===== src/rtl/mont_domain_converter_if.sv =====
// Coefficient stream between memory/NTT datapath and the Montgomery domain converter.
// Valid/ready on both sides; mode travels with each input beat.
interface mont_domain_converter_if;
   logic        mode;
   logic        in_valid;
   logic        in_ready;
   logic [15:0] in_data;
   logic        out_valid;
   logic        out_ready;
   logic [15:0] out_data;

   modport master (
      output mode, in_valid, in_data, out_ready,
      input  in_ready, out_valid, out_data
   );

   modport slave (
      input  mode, in_valid, in_data, out_ready,
      output in_ready, out_valid, out_data
   );
endinterface


===== src/rtl/mont_domain_converter.sv =====
// Normal <-> Montgomery domain converter: R^2 mod q precomputed on init,
// then a 3-stage valid/ready Montgomery reduction pipeline.
module mont_domain_converter #(
   parameter int unsigned PARAM_RLOG = 18
) (
   input  logic                   clk,
   input  logic                   rst_n,
   input  logic [15:0]            modulus,
   input  logic [PARAM_RLOG-1:0]  param_MinQinvModR,
   input  logic                   init,
   output logic                   init_done,
   mont_domain_converter_if.slave stream
);

   localparam int unsigned Q_W    = 16;
   localparam int unsigned T_W    = Q_W + 1;
   localparam int unsigned A_W    = 2 * Q_W;
   localparam int unsigned PROD_W = PARAM_RLOG + Q_W;
   localparam int unsigned AP_W   = ((PROD_W > A_W) ? PROD_W : A_W) + 1;
   localparam int unsigned STEPS  = 2 * PARAM_RLOG;
   localparam int unsigned CNT_W  = $clog2(STEPS + 1);

   typedef enum logic [1:0] {IDLE = 2'd0, CALC = 2'd1, RUN = 2'd2} state_t;

   state_t               state;
   logic [Q_W-1:0]       r;
   logic [Q_W-1:0]       r2;
   logic [CNT_W-1:0]     cnt;

   logic [T_W-1:0]       r_dbl;
   logic [T_W-1:0]       r_sub;
   logic [Q_W-1:0]       r_next;

   // One modular doubling step of the R^2 mod q precompute
   always_comb begin
      r_dbl  = {r, 1'b0};
      r_sub  = r_dbl - {1'b0, modulus};
      r_next = (r_dbl >= {1'b0, modulus}) ? Q_W'(r_sub) : Q_W'(r_dbl);
   end

   always_ff @(posedge clk or negedge rst_n) begin
      if (!rst_n) begin
         state     <= IDLE;
         r         <= '0;
         r2        <= '0;
         cnt       <= '0;
         init_done <= 1'b0;
      end else if (init) begin
         state     <= CALC;
         r         <= Q_W'(1);
         cnt       <= '0;
         init_done <= 1'b0;
      end else begin
         case (state)
            CALC: begin
               r <= r_next;
               if (cnt == CNT_W'(STEPS - 1)) begin
                  r2        <= r_next;
                  state     <= RUN;
                  init_done <= 1'b1;
               end else begin
                  cnt <= cnt + CNT_W'(1);
               end
            end
            RUN:     state <= RUN;
            IDLE:    state <= IDLE;
            default: state <= IDLE;
         endcase
      end
   end

   logic                  en;
   logic                  in_ready_c;
   logic                  accept;
   logic [Q_W-1:0]        mult;
   logic [A_W-1:0]        a_c;
   logic [PARAM_RLOG-1:0] u_c;
   logic [AP_W-1:0]       ap_c;
   logic [T_W-1:0]        t_c;
   logic [T_W-1:0]        t_red;

   logic                  v1;
   logic                  v2;
   logic [A_W-1:0]        a1;
   logic [A_W-1:0]        a2;
   logic [PARAM_RLOG-1:0] u2;

   assign en              = !stream.out_valid || stream.out_ready;
   assign in_ready_c      = (state == RUN) && en;
   assign stream.in_ready = in_ready_c;
   assign accept          = stream.in_valid && in_ready_c;

   // Stage datapaths; ap's low PARAM_RLOG bits are zero by construction of u
   always_comb begin
      mult  = stream.mode ? Q_W'(1) : r2;
      a_c   = A_W'(stream.in_data) * A_W'(mult);
      u_c   = PARAM_RLOG'(a1[PARAM_RLOG-1:0] * param_MinQinvModR);
      ap_c  = AP_W'(a2) + AP_W'(u2) * AP_W'(modulus);
      t_c   = T_W'(ap_c >> PARAM_RLOG);
      t_red = (t_c >= T_W'(modulus)) ? (t_c - T_W'(modulus)) : t_c;
   end

   always_ff @(posedge clk or negedge rst_n) begin
      if (!rst_n) begin
         v1               <= 1'b0;
         v2               <= 1'b0;
         a1               <= '0;
         a2               <= '0;
         u2               <= '0;
         stream.out_valid <= 1'b0;
         stream.out_data  <= '0;
      end else if (init) begin
         v1               <= 1'b0;
         v2               <= 1'b0;
         stream.out_valid <= 1'b0;
      end else if (en) begin
         v1               <= accept;
         a1               <= a_c;
         v2               <= v1;
         a2               <= a1;
         u2               <= u_c;
         stream.out_valid <= v2;
         if (v2) stream.out_data <= Q_W'(t_red);
      end
   end

endmodule


===== src/flat_wrapper.sv =====
// flat-port wrapper written by rule: the top's interface ports become plain ports
module mont_domain_converter_flat 
#(
   parameter int unsigned PARAM_RLOG = 18
)
  (clk, rst_n, modulus, param_MinQinvModR, init, init_done, stream_mode, stream_in_valid, stream_in_data, stream_out_ready, stream_in_ready, stream_out_valid, stream_out_data);
  mont_domain_converter_if stream_i ();
  input  logic clk;
  input  logic rst_n;
  input  logic [15:0] modulus;
  input  logic [PARAM_RLOG-1:0] param_MinQinvModR;
  input  logic init;
  output logic init_done;
  input wire logic [$bits(stream_i.mode)-1:0] stream_mode;
  input wire logic [$bits(stream_i.in_valid)-1:0] stream_in_valid;
  input wire logic [$bits(stream_i.in_data)-1:0] stream_in_data;
  input wire logic [$bits(stream_i.out_ready)-1:0] stream_out_ready;
  output wire logic [$bits(stream_i.in_ready)-1:0] stream_in_ready;
  output wire logic [$bits(stream_i.out_valid)-1:0] stream_out_valid;
  output wire logic [$bits(stream_i.out_data)-1:0] stream_out_data;
  assign stream_i.mode = stream_mode;
  assign stream_i.in_valid = stream_in_valid;
  assign stream_i.in_data = stream_in_data;
  assign stream_i.out_ready = stream_out_ready;
  assign stream_in_ready = stream_i.in_ready;
  assign stream_out_valid = stream_i.out_valid;
  assign stream_out_data = stream_i.out_data;
  mont_domain_converter #(.PARAM_RLOG(PARAM_RLOG)) u_core (.clk(clk), .rst_n(rst_n), .modulus(modulus), .param_MinQinvModR(param_MinQinvModR), .init(init), .init_done(init_done), .stream(stream_i));
endmodule

===== config.mk =====
export PLATFORM = sky130hd
export DESIGN_NAME = mont_domain_converter_flat
export DESIGN_NICKNAME = d
export VERILOG_FILES = /design/src/rtl/mont_domain_converter_if.sv /design/src/rtl/mont_domain_converter.sv /design/src/flat_wrapper.sv
export SDC_FILE = /design/constraint.sdc
export NUM_CORES = 2
export LEC_CHECK = 0
export BUFFER_PORTS_ARGS = -buffer_cell sky130_fd_sc_hd__buf_2
export CAP_MARGIN = 30
export CORE_MARGIN = 1
export CORE_UTILIZATION = 40
export CTS_CLUSTER_DIAMETER = 200
export DETAILED_ROUTE_END_ITERATION = 8
export PLACE_DENSITY_LB_ADDON = 0.15
export SYNTH_ARGS = -nofsm -noshare
export SYNTH_HDL_FRONTEND = slang
export SYNTH_SLANG_ARGS = --single-unit

===== constraint.sdc =====
create_clock -name clk -period 20.8 [get_ports clk]
set_input_delay 1.04 -clock clk [delete_from_list [all_inputs] [get_ports clk]]
set_output_delay 1.04 -clock clk [all_outputs]
set_load 0.05 [all_outputs]

==> report_table.html <==
<table>
<tr><th>Metric</th><th>Value</th></tr>
<tr><th colspan="2">Setup path</th></tr>
<tr><td>Endpoint of the worst-slack reg-to-reg timing path</td><td>u_core.stream.out_data[0]</td></tr>
<tr><td>Crit-path max cell delay</td><td>approximately 0.53 ns</td></tr>
<tr><td>Data arrival time at the worst-slack endpoint</td><td>9.25 ns</td></tr>
<tr><td>R2R cell count</td><td>29</td></tr>
<tr><td>Register-to-Register Setup Slack</td><td>between 10 and 15 ns</td></tr>
<tr><td>CP max stage cell</td><td>fa_1</td></tr>
<tr><td>Setup crit end kind</td><td>flip-flop</td></tr>
<tr><td>Type of origin of the critical path</td><td>input pin</td></tr>
<tr><td>Kind of critical path</td><td>input pin to flip-flop</td></tr>
<tr><td>Reg-to-Reg Start</td><td>u_core.u2[10]</td></tr>
<tr><td>Maximum fanout count along the critical path</td><td>19</td></tr>
<tr><td>Endpoint required time on the critical path</td><td>21.16 ns</td></tr>
<tr><th colspan="2">GRT</th></tr>
<tr><td>Global-route met3 utilization</td><td>0.0239</td></tr>
<tr><td>First-pass GRT wire length</td><td>around 130,000 µm</td></tr>
<tr><td>Vias in the first global route</td><td>approximately 23,000</td></tr>
<tr><td>Total global routing track utilization</td><td>0.216</td></tr>
<tr><td>Met2 Usage GRT</td><td>0.358</td></tr>
<tr><td>Global route total overflow</td><td>0</td></tr>
<tr><td>Most utilized layer in the global route result</td><td>met2</td></tr>
<tr><td>Initial antenna violation count</td><td>4</td></tr>
<tr><td>Maximum number of pins on one net before global-route repair</td><td>~100</td></tr>
<tr><td>Fraction of met1 tracks used by global routing</td><td>0.305</td></tr>
<tr><th colspan="2">Clock network</th></tr>
<tr><td>Total clock sinks</td><td>approximately 140</td></tr>
<tr><td>Clock buffer count from CTS</td><td>17</td></tr>
<tr><td>Cell at the root of the clock tree</td><td>clkbuf_16</td></tr>
<tr><td># resized after CTS</td><td>0</td></tr>
<tr><td>Number of setup buffers added after CTS</td><td>0</td></tr>
<tr><td>CTS tree</td><td>built</td></tr>
<tr><td>Max clock buf depth</td><td>2</td></tr>
<tr><td>Htree depth</td><td>4</td></tr>
<tr><td>Count of hold-fix buffers inserted at cts</td><td>0</td></tr>
<tr><td>Clk Latency, worst-skew pair</td><td>0.44 ns</td></tr>
<tr><td>Clock transition at path regs</td><td>about 0.06 ns</td></tr>
<tr><th colspan="2">Timing</th></tr>
<tr><td>Setup TNS</td><td>0 ns</td></tr>
<tr><td>Hold Violations, Final</td><td>0</td></tr>
<tr><td>Post-layout min period</td><td>a little under 9 ns</td></tr>
<tr><td>Final setup margin</td><td>about 12 ns</td></tr>
<tr><td>Worst-case headroom to the max-slew limit</td><td>0.330</td></tr>
<tr><td>Final setup skew</td><td>around 0.0087 ns</td></tr>
<tr><td>Actual transition at the worst max-transition pin</td><td>about 1.0 ns</td></tr>
<tr><td>Tcrit/Tclk final</td><td>0.427</td></tr>
<tr><td>Setup repair after global routing missed its margin</td><td>no</td></tr>
<tr><td>Number of max-slew violations in the final report</td><td>0</td></tr>
<tr><td>Setup-violating endpoint count in the final report</td><td>0</td></tr>
<tr><td>Peak clock frequency supported by timing</td><td>roughly 110 MHz</td></tr>
<tr><th colspan="2">Place</th></tr>
<tr><td>GP Congestion</td><td>~0.84</td></tr>
<tr><td>Detail Placement HPWL</td><td>~61,000 µm</td></tr>
<tr><td>Setup Slack @ Placement</td><td>around 11 ns</td></tr>
<tr><td>PortBufs</td><td>74</td></tr>
<tr><th colspan="2">Synthesis</th></tr>
<tr><td>Synthesis-stage register bit count</td><td>142</td></tr>
<tr><td>Area of the mapped netlist</td><td>roughly 30,000 µm²</td></tr>
<tr><td>Synth area leader</td><td>fa_1</td></tr>
<tr><td>Async SR Flop Fraction</td><td>1.00</td></tr>
<tr><td>Proportion of synthesized chip area in sequential cells</td><td>0.117</td></tr>
<tr><td>Number of warning messages in the yosys log</td><td>0</td></tr>
<tr><td>Avg Cell Area, Syn</td><td>8.69 µm²</td></tr>
<tr><td>Post-synthesis cell type count</td><td>67</td></tr>
<tr><td>Mapped Nets</td><td>about 4,400</td></tr>
<tr><td>Number of instances in the synthesized netlist</td><td>about 3,500</td></tr>
<tr><td>Number of enable flip-flop cells after synthesis</td><td>0</td></tr>
<tr><td>Share of the synthesized area in the top cell type</td><td>0.368</td></tr>
<tr><td>Post-synth top cells</td><td>763 x inv_1, 649 x nand2_1, 558 x fa_1</td></tr>
<tr><td>Most common flop cell mapped by yosys</td><td>dfrtp_1</td></tr>
<tr><td>Most common cell in the netlist</td><td>inv_1</td></tr>
<tr><td>Top post-synthesis cells by area</td><td>fa_1 37%, ha_1 12%, dfrtp_1 12%</td></tr>
<tr><th colspan="2">Die</th></tr>
<tr><td>Total Die Area</td><td>around 77,000 µm²</td></tr>
<tr><td>Initial Utilization</td><td>0.406</td></tr>
<tr><td>Area of the core</td><td>74,800 µm²</td></tr>
<tr><td>Number of top-level design ports</td><td>75</td></tr>
<tr><td>Vert. Die Dim</td><td>between 200 and 300 µm</td></tr>
<tr><td>Die Span X</td><td>roughly 280 µm</td></tr>
<tr><td>Total number of placement rows</td><td>100</td></tr>
<tr><th colspan="2">Hold path</th></tr>
<tr><td>Min-delay src</td><td>u_core.a1[22]</td></tr>
<tr><td>Endpoint with the worst hold slack</td><td>u_core.a2[22]</td></tr>
<tr><td>Worst hold stages</td><td>2</td></tr>
<tr><td>Class of the tightest hold or removal check</td><td>flip-flop to flip-flop</td></tr>
<tr><th colspan="2">Cells and area</th></tr>
<tr><td>Post-layout net count</td><td>4,375</td></tr>
<tr><td>Proportion of layout cells with a drive suffix above 1</td><td>0.0428</td></tr>
<tr><td>Finished Core Util</td><td>0.430</td></tr>
<tr><td>Syn-to-layout area delta</td><td>5.99%</td></tr>
<tr><th colspan="2">Flow run</th></tr>
<tr><td>Max Cap Viol</td><td>0</td></tr>
<tr><th colspan="2">Detailed routing</th></tr>
<tr><td>Drt initial violations</td><td>1,112</td></tr>
<tr><td>Detailed-route vias per instance</td><td>about 5.0</td></tr>
<tr><td>WL/cell</td><td>between 15 and 20 µm</td></tr>
<tr><td>Detailed-route wire length</td><td>between 70,000 and 80,000 µm</td></tr>
<tr><td>DRC violations left</td><td>0</td></tr>
<tr><td>First-pass iteration count of the detailed router</td><td>5</td></tr>
<tr><td>Post-route ant nets</td><td>0</td></tr>
<tr><td>Detailed-route via count</td><td>22,000</td></tr>
<tr><th colspan="2">Status</th></tr>
<tr><td>Status</td><td>finished clean</td></tr>
</table>
-- routing by layer --
| layer | up-vias | part of all wire |
|---|---|---|
| met5 | - | 0.00011 |
| met4 | 2 | 0.018 |
| met3 | 69 | 0.040 |
| met2 | 398 | 0.47 |
| met1 | 11100 | 0.47 |
| li1 | 10500 | - |
-- cell type report --
class                   instances  area [µm²]
fillers                      7553       42600
well taps                     969        1210
clock inverters                12         111
inverters                     763        2860
multi-input cells            2447       23400
clock buffers                  20         457
flip-flops and latches        142        3550
diodes                          1        2.50
repair buffers                 94         558
-- worst max-delay path by stage --
| stage | endpoint | startpoint | depth (start not counted) | slack [ns] |
|---|---|---|---|---|
| finish | u_core.stream.out_data[0] | modulus[8] | 32 | 11.91 |
| global route | u_core.stream.out_data[0] | u_core.u2[10] | 29 | 11.41 |
| CTS | u_core.stream.out_data[0] | modulus[8] | 32 | 11.94 |
| detailed placement | u_core.stream.out_data[0] | modulus[8] | 32 | 11.48 |
| global placement | u_core.stream.out_data[0] | modulus[7] | 31 | 11.09 |
| floorplan | u_core.stream.out_data[15] | modulus[7] | 31 | 11.96 |
-- through the flow --
step / hold slack, ns / cells / area [µm²]
after floorplan: 0.438 / 3495 / 30400
after global placement: 0.448 / 4411 / 31600
after detailed placement: 0.457 / 4414 / 31600
after CTS: 0.465 / 4446 / 32200
after global routing: 0.497 / 4447 / 32200
final: 0.466 / 4448 / 32200
-- flip-flops by register name (all words and copies together) (netlist names) --
register,flops
u_core.a1,32
u_core.a2,32
u_core.cnt,6
u_core.init_done,1
u_core.r,16
u_core.r2,16
u_core.state,2
u_core.stream.out_data,16
u_core.stream.out_valid,1
u_core.u2,18
u_core.v1,1
u_core.v2,1
-- placed cells by master, fill, tap and decap left out, types with 18 or more instances in the layout --
| cell | synthesis | final |
|---|---|---|
| nor2b_1 | 25 | 19 |
| nor2_1 | 76 | 75 |
| and2_1 | 266 | 266 |
| fa_1 | 558 | 558 |
| inv_1 | 763 | 763 |
| a211oi_1 | 24 | 24 |
| nand2_1 | 649 | 649 |
| o21ai_0 | 109 | 109 |
| ha_1 | 296 | 296 |
| nor3_1 | 20 | 20 |
| mux2i_1 | 20 | 20 |
| nand3_1 | 18 | 18 |
| dfrtp_1 | 142 | 142 |
| xor2_1 | 41 | 41 |
| a21o_1 | 34 | 34 |
| xnor2_1 | 68 | 68 |
| buf_2 | 3 | 73 |
| a21oi_1 | 64 | 64 |
-- critical path: cells and delay by family --
kind	cells	cell delay [ns]
multiplexers	2	0.48
buffers and inverters	8	0.99
AO/OA/AOI/OAI	10	2.25
AND/OR/NAND/NOR	4	0.84
adder cells (fa/ha/maj)	8	3.58
-- kinds of logic after synthesis --
| family | count (synthesis) | synth area share |
|---|---|---|
| multiplexers | 23 | 0.00770 |
| buffers and inverters | 906 | 0.112 |
| adder cells (fa/ha/maj) | 854 | 0.490 |
| AND/OR/NAND/NOR | 1123 | 0.171 |
| AO/OA/AOI/OAI | 338 | 0.0707 |
| flip-flops | 142 | 0.117 |
| XOR/XNOR | 109 | 0.0314 |
Power is left out: the tool's default activity adds up to more than one toggle a clock period on the data nets, which glitch-free logic cannot reach.
